$ cat src/rtl/fetch_stage.sv
// Instruction fetch stage: one outstanding imem read, IF/ID output register, redirect/drain handling.
// Optional performance counters are built when FETCH_PERF_CNT_EN is defined.
module fetch_stage #(
  parameter int                 width    = 32,
  parameter logic [width-1:0]   RESET_PC = '0
) (
  input  logic               clk,
  input  logic               start,
  input  logic               stall,
  input  logic               redirect_valid,
  input  logic [width-1:0]   redirect_pc,
  output logic               imem_req,
  output logic [width-1:0]   imem_addr,
  input  logic               imem_valid,
  input  logic [width-1:0]   imem_rdata,
  output logic [width-1:0]   inst_out,
  output logic [width-1:0]   pc_out,
  output logic               valid_out
`ifdef FETCH_PERF_CNT_EN
  ,
  output logic [31:0]        perf_fetched,
  output logic [31:0]        perf_bubbles
`endif
);

  localparam logic [1:0] IDLE  = 2'd0;
  localparam logic [1:0] WAIT  = 2'd1;
  localparam logic [1:0] HOLD  = 2'd2;
  localparam logic [1:0] DRAIN = 2'd3;

  localparam logic [width-1:0] NOP  = width'(32'h0000_0013);
  localparam logic [width-1:0] STEP = width'(4);

  logic [1:0]       state, state_nx;
  logic [width-1:0] pc, pc_nx;
  logic [width-1:0] drain_addr, drain_addr_nx;
  logic [width-1:0] buf_inst, buf_inst_nx;
  logic             load;
  logic [width-1:0] load_inst;
  logic             flush;

  // Request side: DRAIN keeps presenting the abandoned address until its response arrives.
  assign imem_req  = (state == WAIT) || (state == DRAIN);
  assign imem_addr = (state == DRAIN) ? drain_addr : pc;

  // Redirect in IDLE only retargets pc; the outputs already hold a bubble there.
  assign flush = redirect_valid && (state != IDLE);

  always_comb begin
    state_nx      = state;
    pc_nx         = pc;
    drain_addr_nx = drain_addr;
    buf_inst_nx   = buf_inst;
    load          = 1'b0;
    load_inst     = imem_rdata;
    case (state)
      IDLE: begin
        state_nx = WAIT;
        if (redirect_valid) pc_nx = redirect_pc;
      end
      WAIT: begin
        if (redirect_valid) begin
          pc_nx = redirect_pc;
          if (!imem_valid) begin
            drain_addr_nx = pc;
            state_nx      = DRAIN;
          end
        end else if (imem_valid) begin
          if (stall) begin
            buf_inst_nx = imem_rdata;
            state_nx    = HOLD;
          end else begin
            load      = 1'b1;
            load_inst = imem_rdata;
            pc_nx     = pc + STEP;
          end
        end
      end
      HOLD: begin
        if (redirect_valid) begin
          pc_nx    = redirect_pc;
          state_nx = WAIT;
        end else if (!stall) begin
          load      = 1'b1;
          load_inst = buf_inst;
          pc_nx     = pc + STEP;
          state_nx  = WAIT;
        end
      end
      DRAIN: begin
        if (redirect_valid) pc_nx = redirect_pc;
        // A response arriving with a new redirect is still the stale one; leaving avoids waiting forever.
        if (imem_valid) state_nx = WAIT;
      end
      default: state_nx = IDLE;
    endcase
  end

  // Control and pc register
  always_ff @(posedge clk) begin
    if (!start) begin
      state      <= IDLE;
      pc         <= RESET_PC;
      drain_addr <= '0;
      buf_inst   <= '0;
    end else begin
      state      <= state_nx;
      pc         <= pc_nx;
      drain_addr <= drain_addr_nx;
      buf_inst   <= buf_inst_nx;
    end
  end

  // IF/ID output register
  always_ff @(posedge clk) begin
    if (!start) begin
      inst_out  <= NOP;
      pc_out    <= '0;
      valid_out <= 1'b0;
    end else if (flush) begin
      inst_out  <= NOP;
      valid_out <= 1'b0;
    end else if (load) begin
      inst_out  <= load_inst;
      pc_out    <= pc;
      valid_out <= 1'b1;
    end else if (!stall) begin
      inst_out  <= NOP;
      valid_out <= 1'b0;
    end
  end

`ifdef FETCH_PERF_CNT_EN
  always_ff @(posedge clk) begin
    if (!start) begin
      perf_fetched <= '0;
      perf_bubbles <= '0;
    end else begin
      if (load)           perf_fetched <= perf_fetched + 32'd1;
      if (!load && !stall) perf_bubbles <= perf_bubbles + 32'd1;
    end
  end
`endif

endmodule

$ cat config.mk
export PLATFORM = sky130hd
export DESIGN_NAME = fetch_stage
export DESIGN_NICKNAME = d
export VERILOG_FILES = /design/src/rtl/fetch_stage.sv
export SDC_FILE = /design/constraint.sdc
export NUM_CORES = 1
export LEC_CHECK = 0
export BUFFER_PORTS_ARGS = -buffer_cell sky130_fd_sc_hd__clkbuf_2
export CORE_MARGIN = 2
export CORE_UTILIZATION = 54
export DETAILED_ROUTE_END_ITERATION = 10
export GPL_TIMING_DRIVEN = 0
export PLACE_DENSITY = 0.81
export SETUP_SLACK_MARGIN = 0.4
export SKIP_LAST_GASP = 1
export SLEW_MARGIN = 25
export SYNTH_ARGS = -nofsm -noshare
export SYNTH_HDL_FRONTEND = slang
export SYNTH_SLANG_ARGS = --single-unit
$ cat constraint.sdc
create_clock -name clk -period 2.7 [get_ports clk]
set_input_delay 0.27 -clock clk [delete_from_list [all_inputs] [get_ports clk]]
set_output_delay 0.27 -clock clk [all_outputs]
set_load 0.02 [all_outputs]
# Word-level counts from Yosys, hierarchy flattened
# Cells that the tools add are included.
# op_classes
addsub	1
n_eq_ne	10
muxes	27
bitwise	4
n_reduce_logical	11
# op_table
cell	n
32-bit 2-to-1 mux	11
32-bit one-hot mux with 3 select lines	1
32-bit by 3-bit adder with 32-bit output, second input constant	1
2-bit 2-to-1 mux	7
3-bit != test, second input constant	4
2-bit one-hot mux with 4 select lines	1
1-bit 2-to-1 mux	6
3-bit AND reduction	2
5-bit AND reduction	1
2-bit == test, second input constant	2
2-bit by 1-bit != test with 1-bit output, second input constant	2
1-bit inverter	4
2-bit AND reduction	2
2-bit OR reduction	2
2-bit by 1-bit == test with 1-bit output, second input constant	1
2-bit zero test	1
2-bit != test, second input constant	1
1-bit one-hot mux with 2 select lines	1
2-bit nonzero test	1
1-bit logical AND	1
1-bit logical OR	1
# totals
register_bits	163
output_inout_bits	98
elab_cells	60

# Longest topological paths before layout
# logic_depth
word_depth	5
ltp_mapped	9
mapped_depth_nobuf	7

# Worst setup path before layout
# No wires, ideal clock.
# synth_path
path_kind	reg2reg
from	reg state[1]
to	reg pc[13]
arrival_time_ns	1.777
required_ns	2.572
path_slack_ns	0.795
path_stages_with_launch	10
path_buffers	2
synth_period_minus_slack_ns	1.905
path_cell_list	dfxtp_1 inv_1 ha_1 nor2b_1 buf_2 o21ai_1 clkbuf_1 o21ai_0 a22oi_1 nor2_1
# synth_between
elab_chain_cells	4
elab_cells_between_ends	9
cone_classes	eq/ne (5); mux (1); reduce/logical (3)
# synth_rtl
element	line	text
start, declared	34	logic [1:0] state, state_nx;
start signal, assigned	107	state <= state_nx;
2-bit == test or 2-bit zero test (tied branches)	56	case (state)
2-bit OR reduction (no source line)	n/a	
2-bit by 1-bit != test with 1-bit output (no source line)	n/a	
2-bit AND reduction (no source line)	n/a	
end signal, assigned	108	pc <= pc_nx;
end, declared	35	logic [width-1:0] pc, pc_nx;
# Several ways; a longest one is shown, not always the timed one.
# A chain may end at the register's enable or synchronous reset.

# Final worst setup path
# layout_path
from	reg state[0]
to	out imem_addr[29]
# layout_between
elab_chain_cells	2
# layout_rtl
element	line	text
2-bit == test	44	assign imem_addr = (state == DRAIN) ? drain_addr : pc;
32-bit 2-to-1 mux	44	
end, declared	13	output logic [width-1:0] imem_addr,
# No other way between the ends.

==> impl_metrics.env <==
export IMPL_cp_end_kind="primary output"
export IMPL_synth_most_common_cell="nand2_1"
export IMPL_die_h_um=119.9
export IMPL_synth_flop_cell="dfxtp_1"
export IMPL_port_buffers=165
export IMPL_worst_path_max_fanout=10
export IMPL_drt_iter0_markers=731
export IMPL_dieWidth_um=119.9
export IMPL_critPathKind="reg -> out"
export IMPL_fin_crit_ns=2.243
export IMPL_num_nets_final=1161
export IMPL_dpl_cell_area_um2=8305
export IMPL_synth_edf_count=0
export IMPL_fin_crit_sh_pct=83.09
export IMPL_start_util_pct=55.04
export IMPL_rr_worst_depth=9
export IMPL_num_vias=7431
export IMPL_wl_per_cell_um=17.16
export IMPL_wirelength_um=21900
export IMPL_status="finished, final reports clean"
export IMPL_coreArea_um2=13190
export IMPL_tightest_slew_ns=0.6771
export IMPL_hold_violations=0
export IMPL_hold_class="in -> reg"
export IMPL_viasPerCell=5.824
export IMPL_path_clk_slew_ns=0.07
export IMPL_async_reset_ff_share_pct=0
export IMPL_dp_cells=1238
export IMPL_first_pass_iters=7
export IMPL_ir_drop_uv=462.5
export IMPL_place_congestion=0.9338
export IMPL_drv_cap=0
export IMPL_yosys_warnings=0
export IMPL_dpl_hpwl_um=14910
export IMPL_setup_viol=0
export IMPL_drive_gt1_share_pct=25.73
export IMPL_rows=42
export IMPL_cp_endpoint="imem_addr[29]"
export IMPL_stdcell_area_um2=9081
export IMPL_synth_area_leaders="dfxtp_1 45%, nand2_1 12%, a21oi_1 8.3%"
export IMPL_final_cells=1276
export IMPL_reg2reg_from="state[1]"
export IMPL_die_area_um2=14390
export IMPL_ff2ff_setup_slack_ns=0.50
export IMPL_synthTopCellsByCount="226 x nand2_1, 163 x dfxtp_1, 120 x a21oi_1"
export IMPL_cp_arrival_ns=1.97
export IMPL_antenna_found_initial=0
export IMPL_synth_nets=971
export IMPL_crit_path_start_kind="register"
export IMPL_grt_ovfl_total=0
export IMPL_worstPathRequired_ns=2.43
export IMPL_pin_count=167
export IMPL_syn_inst=897
export IMPL_syn_area_per_cell_um2=8.093
export IMPL_grt_usage_pct=30.32
export IMPL_diodes=0
export IMPL_area_growth_synth_to_final_pct=25.09
export IMPL_htreeDepth=4
export IMPL_fin_worst_skew_ns=0.008374
export IMPL_reg2reg_to="pc[27]"
export IMPL_numCtsBuffers=17
export IMPL_grt_max_degree=17
export IMPL_cts_root_buf="clkbuf_16"
export IMPL_synth_top_area_cell="dfxtp_1"
export IMPL_antenna_left=0
export IMPL_clock_sinks=163
export IMPL_synth_seq_cells=163
export IMPL_max_clock_path_buffers=2
export IMPL_netlist_area_um2=7259
export IMPL_drv_slew=0
export IMPL_cp_startpoint="state[0]"
export IMPL_rsz0062_at_grt="yes"
export IMPL_power_per_cell_area_nw_per_um2=668.8
export IMPL_cts_tree="built"
export IMPL_grt_pass1_wl_um=34560
export IMPL_grt_pass1_vias=6957
export IMPL_leakagePower_nw=3.583
export IMPL_clkLatencyLatePin_ns=0.43
export IMPL_synth_top_area_share_pct=44.95
export IMPL_max_freq_ghz=0.4458
export IMPL_tns_ns=0
export IMPL_slew_headroom_pct=54.44
export IMPL_synth_cell_type_count=58
export IMPL_post_route_drc_count=0
export IMPL_synth_seq_area_share_pct=44.95
## repair_timing
item                                    4_1_cts  5_1_grt
hold buffers                                  0        0
pin swaps                                     1        2
endpoints found under the hold margin         0        0
setup buffers                                 0        6
gates resized for setup                      13       22
gates cloned                                  0        0
endpoints found under the setup margin       95      106
## cells by family (layout without fill, tap and decap cells)
logic type               Yosys count  in the layout  synth area share, %
multiplexers                      36             36                5.515
AO/OA/AOI/OAI                    243            243                21.17
buffers and inverters             84            287                4.654
adder cells (fa/ha/maj)            5              5               0.8618
flip-flops                       163            163                44.95
XOR/XNOR                           4              4               0.4827
AND/OR/NAND/NOR                  362            362                22.37
## sequential cells by signal, summed over array words and instances, names as in the netlist
register / flops
buf_inst: 32
drain_addr: 32
inst_out: 32
pc: 32
pc_out: 32
state: 2
valid_out: 1
## layout by cell type, fill, tap and decap left out, types with 3 or more instances in the layout
cell / n
nand2_1: 226
clkbuf_2: 171
dfxtp_1: 163
a21oi_1: 120
nor2_1: 62
clkbuf_1: 45
mux2_2: 31
a22o_1: 31
a22oi_1: 31
o21ai_0: 17
clkbuf_16: 17
buf_2: 15
nand3_1: 13
nand4_1: 11
o22ai_1: 7
clkbuf_4: 6
nor2b_1: 6
buf_4: 6
inv_1: 5
or2_2: 5
nand2b_1: 5
buf_1: 5
and3_1: 5
nor3_1: 5
a211oi_1: 5
bufinv_16: 5
o211ai_1: 4
mux2i_1: 4
ha_1: 4
buf_6: 3
o31a_1: 3
o221ai_1: 3
nor4_1: 3
a32oi_1: 3
a311oi_1: 3
xnor2_1: 3
clkinvlp_4: 3
clkinv_4: 3
## critical path, stage by stage, from the launching register on
cell      delay (ns)
dfxtp_1         0.38
ha_1            0.16
buf_2           0.25
buf_6           0.21
mux2_2          0.38
clkbuf_2        0.16
## where the power goes
part | internal [mW] | total, mW | switching [mW]
combinational | 0.293 | 0.806 | 0.514
clock | 1.69 | 2.71 | 1.02
sequential | 2.48 | 2.55 | 0.0766
total | 4.46 | 6.07 | 1.61
## area by class of cell
| class | instances | area [µm²] |
|---|---|---|
| clock buffers | 20 | 456.7 |
| plain buffers | 79 | 367.9 |
| inverters | 5 | 18.77 |
| flip-flops and latches | 163 | 3263 |
| well taps | 176 | 220.2 |
| clock inverters | 12 | 203.9 |
| multi-input cells | 650 | 3680 |
| repair buffers | 171 | 870.8 |
| fillers | 1052 | 4109 |
## metrics by stage
step | setup WS (ns) | utilization [%] | power, mW | hold slack [ns]
after floorplan | 0.7952 | - | 3.100 | 0.4049
after global placement | 0.2163 | 62.97 | 3.356 | 0.4382
after detailed placement | 0.1824 | 62.97 | 3.370 | 0.4459
after CTS | 0.4131 | 68.17 | 6.048 | 0.06775
after global routing | 0.3707 | 68.85 | 6.268 | 0.07169
final | 0.4567 | 68.85 | 6.074 | 0.06957
## worst min-delay path by stage
stage	startpoint	end	slack [ns]	depth (start not counted)
2_1_floorplan	redirect_pc[23]	pc[23]	0.40	2
3_3_place_gp	drain_addr[18]	drain_addr[18]	0.44	2
3_5_place_dp	pc_out[19]	pc_out[19]	0.45	2
4_1_cts	imem_rdata[17]	buf_inst[17]	0.07	3
5_1_grt	imem_rdata[31]	buf_inst[31]	0.07	3
6_report	imem_rdata[30]	buf_inst[30]	0.07	3
## routing by layer
layer  vias to the layer above  track usage [%]  wire (µm)
li1                       3520                -          -
met1                      3442            37.91       8916
met2                       402            50.00      10410
met3                        67            7.414       1956
met4                         0            12.50        620
met5                         -                0          0
Power figures use the tool's default switching activity.
